<file path="config.mk">
export PLATFORM = sky130hd
export DESIGN_NAME = fp_result_packer
export DESIGN_NICKNAME = d
export VERILOG_FILES = /design/src/rtl/fp_result_packer.sv
export SDC_FILE = /design/constraint.sdc
export NUM_CORES = 2
export LEC_CHECK = 0
export CORE_ASPECT_RATIO = 0.7
export CORE_MARGIN = 4
export CORE_UTILIZATION = 55
export DETAILED_ROUTE_END_ITERATION = 7
export HOLD_SLACK_MARGIN = 0.03
export PLACE_DENSITY = 0.79
export RECOVER_POWER = 100
export SLEW_MARGIN = 10
export SYNTH_ARGS = -nofsm -noshare
export SYNTH_HDL_FRONTEND = slang
export SYNTH_SLANG_ARGS = --single-unit
</file>
<file path="constraint.sdc">
create_clock -name clk -period 4.25 [get_ports clk]
set_input_delay 0.85 -clock clk [delete_from_list [all_inputs] [get_ports clk]]
set_output_delay 0.85 -clock clk [all_outputs]
set_load 0.01 [all_outputs]
</file>
<file path="src/rtl/fp_result_packer.sv">
// Packs 32-bit FP results into LINE_WORDS-wide memory lines; flush closes a zero-padded partial line.
// Optional FP_RESULT_PACKER_STATS_EN adds accepted-word and transferred-line counters.
module fp_result_packer #(
    parameter int unsigned LINE_WORDS = 16,
    parameter int unsigned LINE_WIDTH = 32 * LINE_WORDS
) (
    input  logic                  clk,
    input  logic                  rst_n,
    input  logic [31:0]           fp_in,
    input  logic                  fp_in_valid,
    output logic                  fp_in_ready,
    input  logic                  flush,
    output logic                  flush_done,
    output logic [LINE_WIDTH-1:0] line_out,
    output logic [4:0]            line_words,
    output logic                  line_valid,
    input  logic                  line_ready
`ifdef FP_RESULT_PACKER_STATS_EN
    ,
    output logic [31:0]           stat_words_in,
    output logic [31:0]           stat_lines_out
`endif
);

    localparam int unsigned CNT_W = 5;
    localparam logic [CNT_W-1:0] LAST_IDX = CNT_W'(LINE_WORDS - 1);
    localparam logic [CNT_W-1:0] FULL_CNT = CNT_W'(LINE_WORDS);

    typedef enum logic {FILL, FLUSH_PEND} state_t;

    state_t                state;
    logic [LINE_WIDTH-1:0] pack;
    logic [LINE_WIDTH-1:0] pack_nxt;
    logic [CNT_W-1:0]      word_cnt;
    logic [CNT_W-1:0]      cnt_nxt;
    logic                  slot_free;
    logic                  accept;

    // The output register can take a new line if empty or being drained this cycle.
    assign slot_free   = !line_valid || line_ready;
    assign fp_in_ready = rst_n && (state == FILL) && ((word_cnt != LAST_IDX) || slot_free);
    assign accept      = fp_in_valid && fp_in_ready;

    // Pack contents and count after this cycle's accept, before any line is closed.
    always_comb begin
        pack_nxt = pack;
        cnt_nxt  = word_cnt;
        if (accept) begin
            for (int unsigned k = 0; k < LINE_WORDS; k++) begin
                if (word_cnt == CNT_W'(k)) begin
                    pack_nxt[32*k +: 32] = fp_in;
                end
            end
            cnt_nxt = word_cnt + CNT_W'(1);
        end
    end

    always_ff @(posedge clk or negedge rst_n) begin
        if (!rst_n) begin
            state      <= FILL;
            pack       <= '0;
            word_cnt   <= '0;
            line_out   <= '0;
            line_words <= '0;
            line_valid <= 1'b0;
            flush_done <= 1'b0;
        end else begin
            flush_done <= 1'b0;
            if (line_ready) begin
                line_valid <= 1'b0;
            end
            case (state)
                FILL: begin
                    pack     <= pack_nxt;
                    word_cnt <= cnt_nxt;
                    if (cnt_nxt == FULL_CNT) begin
                        // A completing word absorbs a same-cycle flush: no empty line follows.
                        line_out   <= pack_nxt;
                        line_words <= FULL_CNT;
                        line_valid <= 1'b1;
                        pack       <= '0;
                        word_cnt   <= '0;
                        flush_done <= flush;
                    end else if (flush) begin
                        if (cnt_nxt == '0) begin
                            flush_done <= 1'b1;
                        end else if (slot_free) begin
                            line_out   <= pack_nxt;
                            line_words <= cnt_nxt;
                            line_valid <= 1'b1;
                            pack       <= '0;
                            word_cnt   <= '0;
                            flush_done <= 1'b1;
                        end else begin
                            state <= FLUSH_PEND;
                        end
                    end
                end
                FLUSH_PEND: begin
                    if (slot_free) begin
                        line_out   <= pack;
                        line_words <= word_cnt;
                        line_valid <= 1'b1;
                        pack       <= '0;
                        word_cnt   <= '0;
                        flush_done <= 1'b1;
                        state      <= FILL;
                    end
                end
                default: state <= FILL;
            endcase
        end
    end

`ifdef FP_RESULT_PACKER_STATS_EN
    always_ff @(posedge clk or negedge rst_n) begin
        if (!rst_n) begin
            stat_words_in  <= '0;
            stat_lines_out <= '0;
        end else begin
            if (accept) begin
                stat_words_in <= stat_words_in + 32'd1;
            end
            if (line_valid && line_ready) begin
                stat_lines_out <= stat_lines_out + 32'd1;
            end
        end
    end
`endif

endmodule
</file>
==> impl_metrics.py <==
metrics = {
    "route": {
        "detail_route.drc_violations": 0,
        "num_vias": 32000,
        "drt-pass1-iter-count": 6,
        "finalWirelength_um": 145000,
        "drt_first_iter_violations": 3203,
        "routed_wire_length_per_instance_um": 28.2,
        "routed_via_density": 6.24,
        "ant_nets": 0,
    },
    "clocking": {
        "post_cts.repair.setup_buffers": 0,
        "cts_tree": "yes",
        "root_buffer": "sky130_fd_sc_hd__clkbuf_16",
        "clock_sink_count": 1037,
        "clock_path_buffers": 3,
        "ctsHtreeMaxLevel": 3,
        "tritoncts.num_buffers": 98,
        "path_clk_slew_ps": 70,
        "clkLatencyLatePin_ps": 660,
    },
    "critical_path": {
        "critical_path.max_fanout": 40,
        "cp_data_required_time_ps": 4790,
        "timing.critical_path.from_type": "flip-flop",
        "minimum_setup_slack_among_reg_to_reg_paths_ps": 200,
        "crit-reg2reg-launch": "word_cnt[0]",
        "regToRegEndpoint": "line_out[136]",
        "crit_slowest_cell": "sky130_fd_sc_hd__or4_1",
        "timing.setup.critical_path_class": "reg -> reg",
        "timing.critical_path.cells": "ha_1 > and3_1 > ha_1 > and3b_1 > or4_1 > o311a_1 > o2111ai_4 > and3_1 > buf_12 > buf_6 > mux2_2",
        "worst-r2r-cell-count": 11,
        "critPathCaptureType": "flip-flop",
        "cp_slowest_stage_delay_ps": 620,
        "critical_path_arrival_ps": 4580,
    },
    "hold_path": {
        "worst_hold_startpoint": "pack[421]",
        "timing.hold.worst_endpoint": "pack[421]",
        "worst_hold_path.num_cells": 2,
        "min_path_type": "reg -> reg",
    },
    "sta": {
        "hold_violations": 0,
        "worst_setup_skew_after_layout_ps": 30.9,
        "tightest_slew_ps": 1840,
        "setup_total_negative_slack_ps": 0,
        "setup_repair_after_global_routing_missed_its_margin": "no",
        "timing.slew.headroom": -0.227,
        "min_period_over_period": 0.952,
        "report.final.slew_viol_count": 182,
        "setup-violations-final": 0,
        "final.min_clock_period_ps": 4050,
        "max_freq_mhz": 247,
    },
    "synth": {
        "seq_area_frac_synth": 0.577,
        "synth_warn": 0,
        "syn_area_um2": 45000,
        "postSynthRegisterBits": 1037,
        "synth.distinct_cells": 55,
        "synth_cells": 3463,
        "syn-num-nets": 3505,
        "ys.flop_type": "sky130_fd_sc_hd__dfrtp_1",
        "synthesis.area_per_instance_um2": 13.0,
        "synth_enable_flop_cells": 0,
        "synthArstFlopShare": 1.00,
    },
    "global_route": {
        "grt_start_max_net_pins": 190,
        "track_usage": 0.331,
        "antenna_found_initial": 5,
        "first_global_vias": 32300,
        "global_route_wire_length_before_repair_um": 213000,
        "globalRoute.totalOverflow": 0,
    },
    "placement": {
        "numPortBuffers": 556,
        "dp_hpwl_um": 95200,
        "routabilityCongestion": 0.909,
    },
    "die": {
        "die_y_um": 247,
        "rows": 87,
        "floorplan.io_pins": 557,
        "floorplan.initialDensity": 0.557,
        "dieArea_um2": 86500,
        "design.core.area_um2": 80800,
        "die_w_um": 350,
    },
    "power": {
        "max-vdd-ir-drop_v": 0.000476,
        "power_per_cell_area_nw_per_um2": 535,
        "power.static_leakage_nw": 28.2,
    },
    "final_layout": {
        "areaGrowthSynthToFinish_pct": 23.5,
        "final_layout_size_suffix_gt1_frac": 0.280,
        "final_core_util": 0.688,
        "layout.nets": 4023,
        "antennaDiodeCount": 0,
    },
    "run_status": {
        "violations": "max-capacitance violations, max-slew violations",
        "result_of_the_run": "finished with violations",
    },
    "flow_run": {
        "max_cap_viol_count": 3,
    },
}
-- synth_stat cells (2+ instances only) --
cell,instances,area share
sky130_fd_sc_hd__a21oi_1,9,0.0010
sky130_fd_sc_hd__nand3b_1,2,0.00033
sky130_fd_sc_hd__nand2b_1,7,0.00097
sky130_fd_sc_hd__a22o_1,165,0.032
sky130_fd_sc_hd__xnor2_1,2,0.00039
sky130_fd_sc_hd__o31ai_2,3,0.00083
sky130_fd_sc_hd__a31oi_1,13,0.0018
sky130_fd_sc_hd__nand3_1,15,0.0017
sky130_fd_sc_hd__ha_1,5,0.0014
sky130_fd_sc_hd__buf_1,19,0.0016
sky130_fd_sc_hd__o21ai_0,339,0.038
sky130_fd_sc_hd__o21a_1,5,0.00083
sky130_fd_sc_hd__mux2_2,762,0.19
sky130_fd_sc_hd__and4b_1,3,0.00067
sky130_fd_sc_hd__a32o_1,15,0.0033
sky130_fd_sc_hd__nand4_1,6,0.00083
sky130_fd_sc_hd__inv_1,22,0.0018
sky130_fd_sc_hd__dfrtp_1,1037,0.58
sky130_fd_sc_hd__and3_1,12,0.0017
sky130_fd_sc_hd__nand2_1,394,0.033
sky130_fd_sc_hd__clkinv_1,2,0.00017
sky130_fd_sc_hd__nor2b_1,5,0.00070
sky130_fd_sc_hd__mux2i_1,10,0.0022
sky130_fd_sc_hd__clkbuf_1,224,0.019
sky130_fd_sc_hd__nor4b_1,4,0.00078
sky130_fd_sc_hd__nor2_1,14,0.0012
sky130_fd_sc_hd__buf_2,55,0.0061
sky130_fd_sc_hd__buf_6,16,0.0040
sky130_fd_sc_hd__o211ai_1,11,0.0018
sky130_fd_sc_hd__o2bb2ai_1,128,0.025
sky130_fd_sc_hd__and3b_1,2,0.00039
sky130_fd_sc_hd__mux2_4,130,0.043
sky130_fd_sc_hd__nor3_1,5,0.00056
-- critical path: cells and delay by family, from the launching register on --
family | cells | cell delay [ps]
DFF | 1 | 410
buffers and inverters | 2 | 550
AOI/OAI and AO/OA | 2 | 530
adders and majority gates | 2 | 430
and+or+nand+nor | 4 | 1560
muxes | 1 | 390
-- per-layer routing --
layer	vias to the layer above	track usage	share of wire
met4	4	0.111	0.035
met2	1706	0.505	0.45
met1	16500	0.462	0.41
met5	-	0.00552	0.00053
met3	292	0.0927	0.10
li1	13400	-	-
-- cell type report --
| type | instances | area [um^2] |
|---|---|---|
| timing repair buffer | 732 | 7320 |
| tap | 1068 | 1340 |
| multi-input combinational | 2088 | 17300 |
| sequential | 1037 | 25900 |
| clock inverter | 39 | 602 |
| inverter | 24 | 90.1 |
| clock buffer | 140 | 2950 |
| fill | 5739 | 25200 |
-- cells in the final DEF (no fill, tap or decap), types with 6 or more instances in the layout --
cell type / synthesis / routed
sky130_fd_sc_hd__and3_1: 12 / 10
sky130_fd_sc_hd__clkinv_2: 0 / 17
sky130_fd_sc_hd__clkbuf_16: 0 / 102
sky130_fd_sc_hd__dlygate4sd3_1: 0 / 521
sky130_fd_sc_hd__bufinv_16: 0 / 15
sky130_fd_sc_hd__o2bb2ai_1: 128 / 128
sky130_fd_sc_hd__clkbuf_4: 0 / 8
sky130_fd_sc_hd__mux2i_1: 10 / 6
sky130_fd_sc_hd__nand2_1: 394 / 393
sky130_fd_sc_hd__mux2_2: 762 / 753
sky130_fd_sc_hd__buf_4: 0 / 106
sky130_fd_sc_hd__a21oi_1: 9 / 9
sky130_fd_sc_hd__mux2_1: 0 / 125
sky130_fd_sc_hd__mux2_4: 130 / 14
sky130_fd_sc_hd__o21ai_0: 339 / 339
sky130_fd_sc_hd__nand3_1: 15 / 7
sky130_fd_sc_hd__clkbuf_1: 224 / 20
sky130_fd_sc_hd__a31oi_1: 13 / 13
sky130_fd_sc_hd__nand4_1: 6 / 6
sky130_fd_sc_hd__nor2_1: 14 / 12
sky130_fd_sc_hd__nand3_2: 0 / 8
sky130_fd_sc_hd__a32o_1: 15 / 15
sky130_fd_sc_hd__dfrtp_1: 1037 / 1037
sky130_fd_sc_hd__clkbuf_8: 0 / 25
sky130_fd_sc_hd__clkbuf_2: 0 / 12
sky130_fd_sc_hd__a22o_1: 165 / 165
sky130_fd_sc_hd__buf_12: 0 / 38
sky130_fd_sc_hd__clkdlybuf4s50_1: 0 / 35
sky130_fd_sc_hd__inv_1: 22 / 22
sky130_fd_sc_hd__o211ai_1: 11 / 11
-- sequential cells by signal, indices dropped and copies added (netlist names) --
register,flops
line_valid,1
state,1
line_out,512
word_cnt,5
line_words,5
pack,512
flush_done,1
-- per-stage QoR --
stage / hold WS (ps) / instances / instance area, um^2 / setup WS (ps) / power [mW]
3_5_place_dp: 465 / 4948 / 52700 / 218 / 20.8
6_report: 475 / 5128 / 55600 / 203 / 29.7
2_1_floorplan: 444 / 3463 / 45000 / 644 / 16.7
5_1_grt: 495 / 5128 / 55600 / 82.8 / 30.7
4_1_cts: 479 / 5128 / 56200 / 268 / 30.3
3_3_place_gp: 456 / 4948 / 52700 / 239 / 20.7
-- where the power goes --
| group | switching, mW | internal [mW] | total [mW] |
|---|---|---|---|
| logic | 5.64 | 3.53 | 9.17 |
| clock network | 3.85 | 5.73 | 9.58 |
| registers | 0.446 | 10.5 | 11.0 |
| total | 9.93 | 19.8 | 29.7 |
-- worst max-delay path by stage --
stage	to	startpoint	slack, ps
5_1_grt	line_out[421]	word_cnt[0]	80
3_3_place_gp	line_out[247]	line_ready	240
2_1_floorplan	line_out[273]	word_cnt[0]	640
4_1_cts	fp_in_ready	word_cnt[0]	270
3_5_place_dp	line_out[511]	line_ready	220
6_report	line_out[136]	word_cnt[0]	200
-- cells by family after synthesis --
logic type / count (synthesis) / synth area share
xor gates and xnor gates: 2 / 0.000389
buffers and inverters: 338 / 0.0324
and+or+nand+nor: 481 / 0.0453
DFF: 1037 / 0.577
muxes: 903 / 0.237
AOI/OAI and AO/OA: 697 / 0.107
adders and majority gates: 5 / 0.00139
-- timing repair --
action	4_1_cts	5_1_grt
hold buffers	1	0
endpoints found under the hold margin	27	0
gates resized for setup	0	0
No activity file was read; power rests on OpenSTA's default activity.
